===== src/rtl/nec_pkg.sv =====
// rtl/nec_pkg.sv - shared NEC IR state encoding and protocol timing constants
package nec_pkg;

    localparam logic [2:0] S_IDLE       = 3'd0;
    localparam logic [2:0] S_LEAD_MARK  = 3'd1;
    localparam logic [2:0] S_LEAD_SPACE = 3'd2;
    localparam logic [2:0] S_RPT_SPACE  = 3'd3;
    localparam logic [2:0] S_BIT_MARK   = 3'd4;
    localparam logic [2:0] S_BIT_SPACE  = 3'd5;
    localparam logic [2:0] S_STOP_MARK  = 3'd6;
    localparam logic [2:0] S_GAP        = 3'd7;

    // Protocol durations in microseconds
    localparam int unsigned T_LEAD_MARK  = 9000;
    localparam int unsigned T_LEAD_SPACE = 4500;
    localparam int unsigned T_RPT_SPACE  = 2250;
    localparam int unsigned T_BIT_MARK   = 560;
    localparam int unsigned T_ZERO_SPACE = 560;
    localparam int unsigned T_ONE_SPACE  = 1690;
    localparam int unsigned T_STOP       = 560;

    function automatic logic is_mark(input logic [2:0] s);
        return (s == S_LEAD_MARK) || (s == S_BIT_MARK) || (s == S_STOP_MARK);
    endfunction

endpackage


===== src/rtl/nec_us_tick.sv =====
// rtl/nec_us_tick.sv - divide-by-CLK_PER_US tick pulse generator with restart
module nec_us_tick #(
    parameter int unsigned CLK_PER_US = 100
) (
    input  logic clk,
    input  logic rst,
    input  logic clr,
    output logic tick
);

    localparam int unsigned CW = (CLK_PER_US > 1) ? $clog2(CLK_PER_US) : 1;
    localparam logic [CW-1:0] LAST = CW'(CLK_PER_US - 1);

    logic [CW-1:0] cnt_q, cnt_d;

    always_comb begin
        cnt_d = cnt_q + CW'(1);
        if (clr || (cnt_q == LAST)) begin
            cnt_d = '0;
        end
    end

    always_ff @(posedge clk) begin
        if (rst) begin
            cnt_q <= '0;
        end else begin
            cnt_q <= cnt_d;
        end
    end

    assign tick = (cnt_q == LAST) && !clr;

endmodule


===== src/rtl/nec_ir_encode.sv =====
// rtl/nec_ir_encode.sv - NEC IR frame / repeat-code transmitter with 38 kHz carrier
module nec_ir_encode
    import nec_pkg::*;
#(
    parameter int unsigned CLK_PER_US    = 100,
    parameter int unsigned CARRIER_HALF  = 1316,
    parameter int unsigned GAP_US        = 40000,
    parameter int unsigned LEAD_MARK_US  = T_LEAD_MARK,
    parameter int unsigned LEAD_SPACE_US = T_LEAD_SPACE,
    parameter int unsigned RPT_SPACE_US  = T_RPT_SPACE,
    parameter int unsigned BIT_MARK_US   = T_BIT_MARK,
    parameter int unsigned ZERO_SPACE_US = T_ZERO_SPACE,
    parameter int unsigned ONE_SPACE_US  = T_ONE_SPACE,
    parameter int unsigned STOP_US       = T_STOP
) (
    input  logic       clk,
    input  logic       rst,
    input  logic       start,
    input  logic       rpt,
    input  logic [7:0] addr,
    input  logic [7:0] cmd,
    output logic       busy,
    output logic       done,
    output logic       ir_env,
    output logic       ir_carrier,
    output logic       ir_n
);

    localparam int unsigned CCW = (CARRIER_HALF > 1) ? $clog2(CARRIER_HALF) : 1;
    localparam logic [CCW-1:0] CAR_LAST = CCW'(CARRIER_HALF - 1);

    logic [2:0]     state_q, state_d;
    logic [15:0]    dur_q, dur_d;
    logic [31:0]    sr_q, sr_d;
    logic [4:0]     idx_q, idx_d;
    logic           rpt_q, rpt_d;
    logic           env_q;
    logic [CCW-1:0] car_cnt_q;
    logic           car_q;
    logic           tick;
    logic           accept;
    logic           dur_end;

    assign accept  = start && (state_q == S_IDLE);
    assign dur_end = tick && (dur_q == 16'd0);

    // Restarting the divider on accept makes the leader exact to within one clk
    nec_us_tick #(.CLK_PER_US(CLK_PER_US)) u_us_tick (
        .clk  (clk),
        .rst  (rst),
        .clr  (accept),
        .tick (tick)
    );

    // Counter holds remaining ticks minus one; state ends on the tick seen at zero
    function automatic logic [15:0] load_of(input logic [2:0] s, input logic one);
        case (s)
            S_LEAD_MARK:  return 16'(LEAD_MARK_US - 1);
            S_LEAD_SPACE: return 16'(LEAD_SPACE_US - 1);
            S_RPT_SPACE:  return 16'(RPT_SPACE_US - 1);
            S_BIT_MARK:   return 16'(BIT_MARK_US - 1);
            S_BIT_SPACE:  return one ? 16'(ONE_SPACE_US - 1) : 16'(ZERO_SPACE_US - 1);
            S_STOP_MARK:  return 16'(STOP_US - 1);
            S_GAP:        return 16'(GAP_US - 1);
            default:      return 16'd0;
        endcase
    endfunction

    always_comb begin
        state_d = state_q;
        dur_d   = dur_q;
        sr_d    = sr_q;
        idx_d   = idx_q;
        rpt_d   = rpt_q;
        if (accept) begin
            state_d = S_LEAD_MARK;
            rpt_d   = rpt;
            sr_d    = {~cmd, cmd, ~addr, addr};
            idx_d   = 5'd0;
        end else if (state_q != S_IDLE) begin
            if (tick) begin
                dur_d = dur_q - 16'd1;
            end
            if (dur_end) begin
                case (state_q)
                    S_LEAD_MARK:  state_d = rpt_q ? S_RPT_SPACE : S_LEAD_SPACE;
                    S_LEAD_SPACE: begin
                        state_d = S_BIT_MARK;
                        idx_d   = 5'd0;
                    end
                    S_RPT_SPACE:  state_d = S_STOP_MARK;
                    S_BIT_MARK:   state_d = S_BIT_SPACE;
                    S_BIT_SPACE: begin
                        sr_d    = {1'b0, sr_q[31:1]};
                        idx_d   = idx_q + 5'd1;
                        state_d = (idx_q == 5'd31) ? S_STOP_MARK : S_BIT_MARK;
                    end
                    S_STOP_MARK:  state_d = S_GAP;
                    default:      state_d = S_IDLE;
                endcase
            end
        end
        // sr_q[0] is still the bit being sent when BIT_MARK hands over to BIT_SPACE
        if (state_d != state_q) begin
            dur_d = load_of(state_d, sr_q[0]);
        end
    end

    always_ff @(posedge clk) begin
        if (rst) begin
            state_q   <= S_IDLE;
            dur_q     <= 16'd0;
            sr_q      <= 32'd0;
            idx_q     <= 5'd0;
            rpt_q     <= 1'b0;
            env_q     <= 1'b0;
            car_cnt_q <= '0;
            car_q     <= 1'b1;
        end else begin
            state_q <= state_d;
            dur_q   <= dur_d;
            sr_q    <= sr_d;
            idx_q   <= idx_d;
            rpt_q   <= rpt_d;
            env_q   <= is_mark(state_d);
            // Every mark starts with a full high carrier half-period
            if (!is_mark(state_d) || (state_d != state_q)) begin
                car_cnt_q <= '0;
                car_q     <= 1'b1;
            end else if (car_cnt_q == CAR_LAST) begin
                car_cnt_q <= '0;
                car_q     <= ~car_q;
            end else begin
                car_cnt_q <= car_cnt_q + CCW'(1);
            end
        end
    end

    assign busy       = (state_q != S_IDLE);
    assign done       = (state_q == S_GAP) && dur_end && !rst;
    assign ir_env     = env_q;
    assign ir_carrier = env_q && car_q;
    assign ir_n       = ~env_q;

endmodule


===== config.mk =====
export PLATFORM = sky130hd
export DESIGN_NAME = nec_ir_encode
export DESIGN_NICKNAME = d
export VERILOG_FILES = /design/src/rtl/nec_pkg.sv /design/src/rtl/nec_us_tick.sv /design/src/rtl/nec_ir_encode.sv
export SDC_FILE = /design/constraint.sdc
export NUM_CORES = 1
export LEC_CHECK = 0
export BUFFER_PORTS_ARGS = -buffer_cell sky130_fd_sc_hd__buf_2
export CELL_PAD_IN_SITES_DETAIL_PLACEMENT = 0
export CELL_PAD_IN_SITES_GLOBAL_PLACEMENT = 1
export CORE_ASPECT_RATIO = 0.8
export CORE_UTILIZATION = 41
export DETAILED_ROUTE_END_ITERATION = 8
export PLACE_DENSITY = 0.78
export SLEW_MARGIN = 40
export SYNTH_ARGS = -nofsm -noshare
export SYNTH_HDL_FRONTEND = slang
export SYNTH_SLANG_ARGS = --single-unit
export TNS_END_PERCENT = 100

===== constraint.sdc =====
create_clock -name clk -period 2.4 [get_ports clk]
set_clock_uncertainty 0.15 [all_clocks]
set_input_delay 0.12 -clock clk [delete_from_list [all_inputs] [get_ports clk]]
set_output_delay 0.12 -clock clk [all_outputs]
set_load 0.1 [all_outputs]

Word level (Yosys, flattened, before mapping)
Cells that the tools add are included.

storage, ports and cells
  bits in registers = 77
  input bits = 20
  output and inout bits = 5
  word-level logic and storage cells = 83

cells by class
  add/subtract/negate cells = 4
  equal/unequal tests = 19
  muxes and demuxes = 17
  bitwise operators = 4
  reduce and logical (&&, ||, !) cells = 30

operator list
  kind                                                number
  two-way mux 32 bit                                  4
  one-hot mux 16 bit (6 select lines)                 1
  two-way mux 16 bit                                  4
  == test 3 bit, second input constant                8
  one-hot mux 3 bit (6 select lines)                  1
  logical NOT 16 bit                                  1
  NOT 8 bit                                           2
  subtractor 16 x 1 -> 16 bit, second input constant  1
  == test 3 x 2 -> 1 bit, second input constant       4
  nonzero test 2 bit                                  6
  adder 11 x 1 -> 11 bit, second input constant       1
  == test 11 bit, second input constant               1
  two-way mux 11 bit                                  1
  one-hot mux 5 bit (2 select lines)                  1
  two-way mux 3 bit                                   3
  AND reduction 3 bit                                 3
  OR reduction 2 bit                                  4
  adder 7 x 1 -> 7 bit, second input constant         1
  == test 7 bit, second input constant                1
  == test 3 x 1 -> 1 bit, second input constant       2
  logical AND 1 bit                                   6
  adder 5 x 1 -> 5 bit, second input constant         1
  == test 5 bit, second input constant                1
  logical OR 1 bit                                    4
  9 further kinds                                     12

Logic depth before layout (Yosys ltp)
Gate-level depths: netlist of the first run.

  depth after elaboration = 14
  depth in mapped cells = 10
  depth with buffers taken out = 9

Modules after synthesis
A second synthesis of the first run with hierarchy kept.

second synthesis, totals
  cell total of the unflattened synthesis = 487
  area total of the unflattened synthesis = 3886.2 um2

by module, submodules not included
  module         instances  cells each  area each (um2)  seq. area each (um2)
  nec_ir_encode  1          453         3573.4           1401.3
  nec_us_tick    1          34          312.8            140.1

Least setup slack after synthesis of the first run
OpenSTA, ideal clock, no wires.

  kind = flip-flop to output port
  start = reg dur_q[0]
  end = out done
  arrival time = 3363 ps
  data required time = 2130 ps
  path slack = -1233 ps
  stages on the path, launching flop included = 8
  buffers on the path = 1
  cell sequence = dfxtp_1 inv_1 ha_1 nor3b_2 and3_1 clkbuf_1 nand3_1 nor3_1

between the ends
  longest elaborated chain between the ends = 4

ends and longest elaborated chain
  element                          RTL line              text
  from (decl)                      nec_ir_encode.sv:33   logic [15:0] dur_q, dur_d;
  from (signal assigned)           nec_ir_encode.sv:121  dur_q <= dur_d;
  logical NOT 16 bit               nec_ir_encode.sv:45   assign dur_end = tick && (dur_q == 16'd0);
  logical AND 1 bit                nec_ir_encode.sv:45
  logical AND 1 bit (2 in series)  nec_ir_encode.sv:140  assign done = (state_q == S_GAP) && dur_end && !rst;
  to (decl)                        nec_ir_encode.sv:23   output logic done,

Every way passes these cells.

Worst setup path after layout of the first run
  start = reg dur_q[0]
  end = reg sr_q[29]

between the ends
  longest elaborated chain between the ends = 4

ends and longest elaborated chain
  element                               RTL line              text
  logical NOT 16 bit                    nec_ir_encode.sv:45
  logical AND 1 bit                     nec_ir_encode.sv:45
  nonzero test 2 bit (no source line)   -
  AND reduction 3 bit (no source line)  -
  to (signal assigned)                  nec_ir_encode.sv:122  sr_q <= sr_d;
  to (decl)                             nec_ir_encode.sv:34   logic [31:0] sr_q, sr_d;

Every way passes these cells.
A chain may end at the register's enable or synchronous reset.

==> implementation parameters, run 1 <==
Parameter                              Value

STA
  Final critical-path required period ... 2.378 ns
  Actual transition at the worst max-transition pin ... 0.4841 ns
  Number of max-slew violations in the final report ... 0
  Ratio of final minimum period to clock period ... 0.9908
  RSZ-0062 raised after global routing ... true
  Endpoints failing hold ... 0
  Final setup vio count ... 0
  Max-slew headroom ... 0.6795
  Max Clk Rate ... 0.4205 GHz

Yosys
  Most frequent cells after synthesis ... sky130_fd_sc_hd__dfxtp_1, sky130_fd_sc_hd__nor2_1, sky130_fd_sc_hd__nand2_1
  Number of storage elements in the synthesis netlist ... 77
  Sequential area share after synthesis ... 0.3984
  Cells after Synth ... 467
  Synthesized-area fraction occupied by ao, oa, aoi and oai cells ... 0.1669
  Synth top area share ... 0.3984
  Count of flip-flops with a built-in enable after synthesis ... 0
  Synth Warn # ... 0
  Simple logic cell fraction of the synthesized area ... 0.2675
  Library cell with the largest summed area after synthesis ... sky130_fd_sc_hd__dfxtp_1
  Top flip-flop cell by instance count after synthesis ... sky130_fd_sc_hd__dfxtp_1
  Xor/xnor share of the synthesized area ... 0.05433
  Post-synthesis cell area ... 3869 um^2
  Top cells by area in the synthesized netlist ... sky130_fd_sc_hd__dfxtp_1, sky130_fd_sc_hd__nor2_1, sky130_fd_sc_hd__nand2_1
  Average cell area after synthesis ... 8.284 um^2
  Portion of netlist area occupied by mux cells ... 0.04657
  Arithmetic-cell share of the synthesized area counting full adders, half adders and majority gates ... 0.01940
  Distinct cells, synth ... 54
  Combinational family with the most area after synthesis ... simple AND/OR/NAND/NOR gates
  Net count after synthesis ... 493
  Proportion of synthesized flip-flops having asynchronous set or reset ... 0

Worst setup path
  Startpoint type of the worst setup path ... flop
  Slowest stage cell on the critical path ... sky130_fd_sc_hd__or4_4
  Cells along the critical path ... inv_2 > ha_4 > nor3b_4 > nand3_4 > or4_4 > buf_12 > mux2i_1 > nor2_1 > o21a_1
  Critical path endpoint category ... flop
  Max stage delay on crit path ... 0.56 ns
  Required time of the worst setup path ... 2.48 ns
  Data arrival time at the worst-slack endpoint ... 2.46 ns
  Largest fanout on the critical path ... 8
  Worst Path Class, Setup ... reg2reg

Route
  Detailed-route wire length ... 9774 um
  DRT Pass-1 Iters ... 5
  DR WL met3 ... 500 um
  WL met1 ... 4733 um
  Drt first-iter violations ... 286
  Number of vias in the routed layout ... 3,559
  Post-route DRC ... 0
  Avg Vias per Cell ... 5.535
  Routed WL per cell ... 15.20 um
  Antenna-violating nets left ... 0
  Max layer used ... met4
  Detailed-routed wire length on met2 ... 4326 um

Global route
  Number of antenna violations at the first check in global routing ... 0
  Grt total ovfl ... 0
  First-pass GRT wire length ... 15,820 um
  Largest net degree at the start of global routing ... 38
  Vias in the first global route ... 3,208
  GRT Util Overall ... 0.2043

Power and ir drop
  PD cells ... 633.2 nW/um^2
  Leakage power total ... 1.986 nW
  Overall power consumption ... 3.076 mW
  Max IR drop VDD ... 0.0003647 V

Flow run
  Total of max-cap violations ... 0

CTS
  Clk sink count ... 77
  Clock latency reported for the late side of the worst-skew pair ... 0.34 ns
  CTS tree ... built
  Clock-pin slew on the worst setup and hold paths ... 0.06 ns
  Maximum buffer depth of the clock tree ... 2
  Root buffer cell ... sky130_fd_sc_hd__clkbuf_16
  Number of levels in the clock H-tree ... 3
  Number of buffers created by CTS ... 9

Floorplanning
  Horiz. Die Dim ... 110.6 um
  Number of rows in the core area ... 31
  Die H ... 88.89 um
  Area inside the core boundary ... 9115 um^2
  Io pins ... 25
  Die Outline Area ... 9831 um^2
  Initial core utilization ... 0.4244

Place
  Cell count after placement ... 601
  Number of buffer cells added on primary ports ... 24
  Post-detail-place hpwl ... 6374 um
  Gpl congestion ... 0.9008

Layout
  Antenna diode count ... 0
  Area overhead of the layout relative to synthesis ... 25.55%
  Count of placed standard cells in the final layout, fillers left out ... 643
  Share of layout cells above drive strength 1 ... 0.1932
  Final #Nets ... 549

Hold path
  Worst Hold Class ... in2reg

Run status
  Result of the run ... finished clean
## cell usage in the layout (no fill, tap or decap), drive strengths merged, types with 15 or more instances in the layout
cell	netlist	final
dfxtp	77	77
o21a	15	15
mux2i	18	18
buf	10	55
nand3	21	21
dlygate4sd3	0	17
nand2	56	56
nor3	16	16
a21oi	17	17
a311oi	16	16
nor2	77	77
## routing by layer
| layer | GRT usage | vias to the layer above |
|---|---|---|
| met3 | 0.04452 | 20 |
| met4 | 0.09333 | 0 |
| li1 | - | 1770 |
| met2 | 0.3190 | 99 |
| met1 | 0.2731 | 1670 |
| met5 | 0 | - |
## critical path: cells and delay by family, from the launching register on
family	cells	cell delay, ns
AOI/OAI and AO/OA	1	0.16
adders and majority gates	1	0.13
buffers and inverters	2	0.26
DFF	1	0.33
muxes	1	0.18
and+or+nand+nor	4	1.06
## cell type report
| type | instances | area, um^2 |
|---|---|---|
| fill | 858 | 4258 |
| multi-input combinational | 352 | 2255 |
| sequential | 77 | 1545 |
| timing repair buffer | 74 | 600.6 |
| clock buffer | 12 | 256.5 |
| tap | 115 | 143.9 |
| inverter | 9 | 33.78 |
| clock inverter | 4 | 22.52 |
## flip-flops by register name, indices dropped and copies added (netlist names)
signal,cells
rpt_q,1
idx_q,5
car_cnt_q,11
dur_q,16
u_us_tick.cnt_q,7
ir_env,1
state_q,3
sr_q,32
car_q,1
## path summary, 6_finish.rpt
check	from	end	slack (ns)	cells after the start
setup reg to reg	dur_q[0]	sr_q[29]	0.02	9
setup / recovery	dur_q[0]	sr_q[29]	0.02	9
hold reg to reg	u_us_tick.cnt_q[0]	u_us_tick.cnt_q[0]	0.29	1
hold / removal	rst	dur_q[13]	0.07	4
## kinds of logic (layout without fill, tap and decap cells)
kind of cell / count (synthesis) / in the layout
xor gates and xnor gates: 24 / 24
muxes: 18 / 18
and+or+nand+nor: 214 / 214
adders and majority gates: 6 / 6
buffers and inverters: 38 / 99
DFF: 77 / 77
AOI/OAI and AO/OA: 90 / 90
## repair_timing
item / CTS / global route
resized for setup: 11 / 15
pin swaps: 2 / 10
cloned: 0 / 2
hold buffers: 17 / 0
endpoints found under the setup margin: 25 / 31
buffers inserted: 1 / 6
endpoints found under the hold margin: 30 / 0
## report_power, final
group,total (mW),switching (mW),internal [mW],leakage [nW]
Sequential,1.39,0.0525,1.34,0.631
Clock,1.28,0.526,0.751,0.138
Combinational,0.404,0.238,0.166,1.22
## metrics by stage
stage,hold WS [ns],instance area [um^2],setup WS (ns),TNS [ns],utilization
after detailed placement,0.2274,4198,-0.1781,-1.266,0.4605
after floorplan,0.1060,3877,-0.3810,-0.3810,-
after global placement,0.2255,4198,-0.07285,-0.2043,0.4605
final,0.07480,4857,0.02211,0,0.5329
after CTS,0.05770,4697,0.007667,0,0.5153
after global routing,0.1341,4857,-0.05394,-0.6379,0.5329
Power figures use the tool's default switching activity.
==> inputs of run 2 (changes only) <==
- clock period: 2.4 -> 1.9 ns (I/O delays scaled with it)
==> implementation parameters, run 2 (synthesis results as in run 1) <==
Parameter                              Value

Worst setup path
  Flop2flop setup slack ... -0.48 ns
  Largest fanout on the critical path ... 8
  Max stage delay on crit path ... 0.58 ns
  Slowest stage cell on the critical path ... sky130_fd_sc_hd__or4_4
  Required time of the worst setup path ... 1.99 ns
  Worst Path Class, Setup ... reg2reg
  Critical path endpoint category ... flop
  Cells along the critical path ... nor4_4 > nand4_2 > or4_4 > buf_12 > mux2i_1 > nor2_1 > o21a_1
  Data arrival time at the worst-slack endpoint ... 2.47 ns
  Startpoint type of the worst setup path ... flop

Layout
  Share of layout cells above drive strength 1 ... 0.3765
  Max FFs per register ... 32
  Combined area of the multi-input logic cells ... 2562 um^2
  Final design area excluding fillers ... 5954 um^2
  Reg area ... 1548 um^2
  Final #Nets ... 624
  Register with the most flip-flops ... sr_q
  Fill count ... 780
  Area overhead of the layout relative to synthesis ... 53.91%
  Largest registers ... sr_q (32), dur_q (16), car_cnt_q (11)
  Highest-count cells in the layout ignoring fill and taps ... sky130_fd_sc_hd__buf_4, sky130_fd_sc_hd__dfxtp_1, sky130_fd_sc_hd__nor2_1
  Most common cell after layout, fill and taps aside ... sky130_fd_sc_hd__buf_4
  Antenna diode count ... 0

Place
  Placement Cell Area ... 4832 um^2
  Post-detail-place hpwl ... 7188 um
  Gpl congestion ... 0.9091
  Number of buffer cells added on primary ports ... 24

CTS
  CTS tree ... built
  Root buffer cell ... sky130_fd_sc_hd__clkbuf_16
  Maximum buffer depth of the clock tree ... 2
  Clk sink count ... 77
  Number of buffers created by CTS ... 9
  Clock-pin slew on the worst setup and hold paths ... 0.06 ns
  Clock latency reported for the late side of the worst-skew pair ... 0.34 ns
  Number of levels in the clock H-tree ... 3

Route
  Post-route DRC ... 0
  Routed WL per cell ... 15.75 um
  Drt first-iter violations ... 161
  Avg Vias per Cell ... 5.408
  Number of vias in the routed layout ... 3,883
  DRT Pass-1 Iters ... 4
  Antenna-violating nets left ... 0
  Detailed-route wire length ... 11,310 um

Run status
  Result of the run ... complete, but fails checks
  Failing checks ... negative setup slack

Power and ir drop
  Leakage power total ... 2.519 nW
  Overall power consumption ... 4.235 mW
  PD cells ... 711.2 nW/um^2
  Max IR drop VDD ... 0.0005988 V

STA
  RSZ-0062 raised after global routing ... true
  Number of max-slew violations in the final report ... 0
  Final critical-path required period ... 2.383 ns
  Actual transition at the worst max-transition pin ... 0.5715 ns
  Endpoints failing hold ... 0
  Max-slew headroom ... 0.6186
  Final setup slack of the worst path ... -0.4829 ns
  Fin Hold WS ... 0.07404 ns
  Max Clk Rate ... 0.4197 GHz
  Final setup vio count ... 69
  Ratio of final minimum period to clock period ... 1.254

Floorplanning
  Number of rows in the core area ... 31
  Horiz. Die Dim ... 110.6 um
  Die Outline Area ... 9831 um^2
  Die H ... 88.89 um
  Initial core utilization ... 0.4244
  Io pins ... 25
  Area inside the core boundary ... 9115 um^2

Global route
  Met3 layer usage reported by global route ... 0.04589
  GRT Util Overall ... 0.2358
  M1 GR Usage ... 0.3043
  Met2 routing resource usage after global routing ... 0.4043
  Vias in the first global route ... 3,749
  First-pass GRT wire length ... 18,250 um
  Number of antenna violations at the first check in global routing ... 0
  Grt total ovfl ... 0
  Largest net degree at the start of global routing ... 37
  Routing layer with the top usage in global route ... met2

Hold path
  Worst Hold Class ... in2reg

Flow run
  Total of max-cap violations ... 0
[run 2: power breakdown]
part	internal (mW)	switching, mW
logic	0.327	0.379
registers	1.70	0.0553
clock network	1.10	0.683
total	3.12	1.12
[run 2: worst paths after layout]
check                     from      endpoint  cells after the start
setup / recovery      dur_q[8]      sr_q[27]                      7
hold reg to reg   car_cnt_q[0]  car_cnt_q[0]                      1
hold / removal           start        ir_env                      4
setup reg to reg      dur_q[8]      sr_q[27]                      7
[run 2: through the flow]
step                cells    util  setup slack (ns)  setup TNS (ns)
floorplan             467       -           -0.3383          -9.829
finish                718  0.6533           -0.4829          -21.95
CTS                   712  0.6284           -0.4115          -19.24
detailed placement    664  0.5301           -0.4306          -23.49
global placement      664  0.5301           -0.4509          -22.05
global route          718  0.6533           -0.5579          -25.98
[run 2: cell type report]
| class | count | share of cell area |
|---|---|---|
| tap | 115 | 0.02416 |
| clock inverter | 4 | 0.009246 |
| multi-input combinational | 352 | 0.4303 |
| timing repair buffer | 149 | 0.2276 |
| clock buffer | 12 | 0.04308 |
| sequential | 77 | 0.2599 |
| inverter | 9 | 0.005673 |
[run 2: repair_timing]
item | in CTS | in global routing
endpoints found under the hold margin | 32 | 0
buffers inserted | 12 | 9
gates cloned | 2 | 0
resized for setup | 54 | 49
pin swaps | 22 | 25
hold buffers | 18 | 0
setup endpoints to repair | 77 | 77
[run 2: worst max-delay path: cells and delay by family, from the launching register on]
kind	cells	cell delay (ns)
AO/OA/AOI/OAI	1	0.17
buffers and inverters	1	0.18
AND/OR/NAND/NOR	4	1.25
flip-flops	1	0.34
multiplexers	1	0.19
[run 2: per-layer routing]
layer | up-vias | share of wire | wire [um]
met3 | 15 | 0.049 | 549
met1 | 1859 | 0.47 | 5304
li1 | 1919 | - | -
met5 | - | 0 | 0
met4 | 0 | 0.014 | 155
met2 | 90 | 0.47 | 5302
==> inputs of run 3 (changes only) <==
- CORE_UTILIZATION: 41 -> 46
- PLACE_DENSITY: 0.78 -> 0.83
- clock period: 1.9 -> 2.6 ns (I/O delays scaled with it)
==> implementation parameters, run 3 (synthesis results as in run 1) <==
Parameter                              Value

Place
  Number of buffer cells added on primary ports ... 24
  Post-detail-place hpwl ... 6429 um
  Gpl congestion ... 0.9711
  Cell count after placement ... 588
  Placement Cell Area ... 4144 um^2

CTS
  Number of buffers created by CTS ... 9
  Clk sink count ... 77
  Root buffer cell ... sky130_fd_sc_hd__clkbuf_8
  Clock-pin slew on the worst setup and hold paths ... 0.09 ns
  CTS tree ... built
  Clock latency reported for the late side of the worst-skew pair ... 0.36 ns
  Post-CTS setup buffer count ... 0
  Maximum buffer depth of the clock tree ... 2
  Number of levels in the clock H-tree ... 3

Layout
  Share of layout cells above drive strength 1 ... 0.1462
  Register with the most flip-flops ... sr_q
  Final #Nets ... 534
  Max FFs per register ... 32
  Core utilization of the finished layout ... 0.5631
  Antenna diode count ... 0
  Area overhead of the layout relative to synthesis ... 17.24%
  Highest-count cells in the layout ignoring fill and taps ... sky130_fd_sc_hd__nor2_1, sky130_fd_sc_hd__dfxtp_1, sky130_fd_sc_hd__nand2_1
  Count of placed standard cells in the final layout, fillers left out ... 621
  Final design area excluding fillers ... 4536 um^2
  Largest registers ... sr_q (32), dur_q (16), car_cnt_q (11)

Route
  Avg Vias per Cell ... 5.610
  DRT Pass-1 Iters ... 5
  Detailed-route wire length ... 9470 um
  Drt first-iter violations ... 294
  Antenna-violating nets left ... 0
  Number of vias in the routed layout ... 3,484
  Post-route DRC ... 0
  Routed WL per cell ... 15.25 um

Worst setup path
  Slowest stage cell on the critical path ... sky130_fd_sc_hd__dfxtp_1
  Data arrival time at the worst-slack endpoint ... 2.23 ns
  Largest fanout on the critical path ... 6
  Startpoint type of the worst setup path ... flop
  Cells along the critical path ... ha_1 > and4bb_2 > and3_2 > nand3_1 > buf_4 > nor3_4 > buf_12
  Max stage delay on crit path ... 0.36 ns
  Worst path bufs/invs ... 2
  Critical path's top delay family ... simple AND/OR/NAND/NOR gates
  Reg2reg start ... u_us_tick.cnt_q[0]
  Cells on worst reg2reg path ... 7
  Worst Path Class, Setup ... reg2out
  Required time of the worst setup path ... 2.32 ns
  Flop2flop setup slack ... 0.16 ns
  Critical path endpoint category ... primary output
  Terminus of the critical flop-to-flop path ... dur_q[6]

STA
  Max-slew headroom ... 0.4661
  Ratio of final minimum period to clock period ... 0.9669
  Fin Hold WS ... 0.07406 ns
  Summed negative setup slack over all endpoints ... 0 ns
  Final setup vio count ... 0
  Max Clk Rate ... 0.3978 GHz
  Final critical-path required period ... 2.514 ns
  Actual transition at the worst max-transition pin ... 0.8009 ns
  RSZ-0062 raised after global routing ... false
  Number of max-slew violations in the final report ... 0
  Endpoints failing hold ... 0

Global route
  First-pass GRT wire length ... 16,150 um
  Routing layer with the top usage in global route ... met1
  Largest net degree at the start of global routing ... 36
  Number of antenna violations at the first check in global routing ... 0
  Met2 routing resource usage after global routing ... 0.3317
  Grt total ovfl ... 0
  GRT Util Overall ... 0.2319
  M1 GR Usage ... 0.3375
  Met3 layer usage reported by global route ... 0.05386
  Vias in the first global route ... 3,273

Hold path
  Worst Hold Class ... in2reg
  Hold Path Stages ... 2
  Start point of the worst hold path ... rst
  Worst min-delay path endpoint ... rpt_q

Floorplanning
  Die H ... 84.03 um
  Horiz. Die Dim ... 104.5 um
  Area inside the core boundary ... 8055 um^2
  Number of rows in the core area ... 29
  Io pins ... 25
  Initial core utilization ... 0.4803
  Die Outline Area ... 8783 um^2

Power and ir drop
  Max IR drop VDD ... 0.0004315 V
  PD cells ... 549.3 nW/um^2
  Leakage power total ... 1.855 nW

Run status
  Result of the run ... finished clean

Flow run
  Total of max-cap violations ... 0
[run 3: cell count changes in the layout (fill, tap and decap cells not counted), moves of 6 or more]
cell	delta
sky130_fd_sc_hd__buf_4	-60
sky130_fd_sc_hd__buf_6	-18
sky130_fd_sc_hd__nor2_1	+12
sky130_fd_sc_hd__clkbuf_8	+10
sky130_fd_sc_hd__clkbuf_16	-9
sky130_fd_sc_hd__buf_12	-7
sky130_fd_sc_hd__nor2_4	-7
sky130_fd_sc_hd__nand3_1	+6
[run 3: worst max path at each step]
stage / start / endpoint / slack, ns / cells after the start
2_1_floorplan: dur_q[0] / done / -0.19 / 7
3_3_place_gp: u_us_tick.cnt_q[0] / sr_q[12] / 0.20 / 8
3_5_place_dp: u_us_tick.cnt_q[0] / dur_q[6] / 0.12 / 7
4_1_cts: dur_q[8] / done / 0.04 / 6
5_1_grt: u_us_tick.cnt_q[0] / done / 0.005 / 7
6_report: u_us_tick.cnt_q[0] / done / 0.09 / 7
[run 3: layer usage]
metal	routed length, um	up-vias
li1	-	1730
met1	4891	1620
met2	3874	117
met3	550	17
met4	153	0
met5	0	-
[run 3: metrics by stage]
stage / power (mW) / worst slack (ns)
final: 2.491 / 0.08616
after detailed placement: 1.624 / 0.1156
after CTS: 2.506 / 0.04371
after floorplan: 1.537 / -0.1910
after global routing: 2.607 / 0.005268
after global placement: 1.621 / 0.1979
[run 3: power breakdown]
group          internal, mW  switching [mW]
registers              1.24          0.0447
logic                 0.139           0.212
clock network         0.424           0.436
[run 3: cell type report]
| cell class | count | area, um^2 |
|---|---|---|
| clock buffer | 13 | 168.9 |
| clock inverter | 3 | 18.77 |
| fill | 757 | 3520 |
| inverter | 9 | 33.78 |
| multi-input combinational | 352 | 2181 |
| sequential | 77 | 1541 |
| tap | 108 | 135.1 |
| timing repair buffer | 59 | 456.7 |
[run 3: timing repair]
item	in CTS	in global routing
hold endpoints to repair	32	0
pin swaps	0	1
hold buffers	17	0
endpoints found under the setup margin	1	26
gates resized for setup	2	7
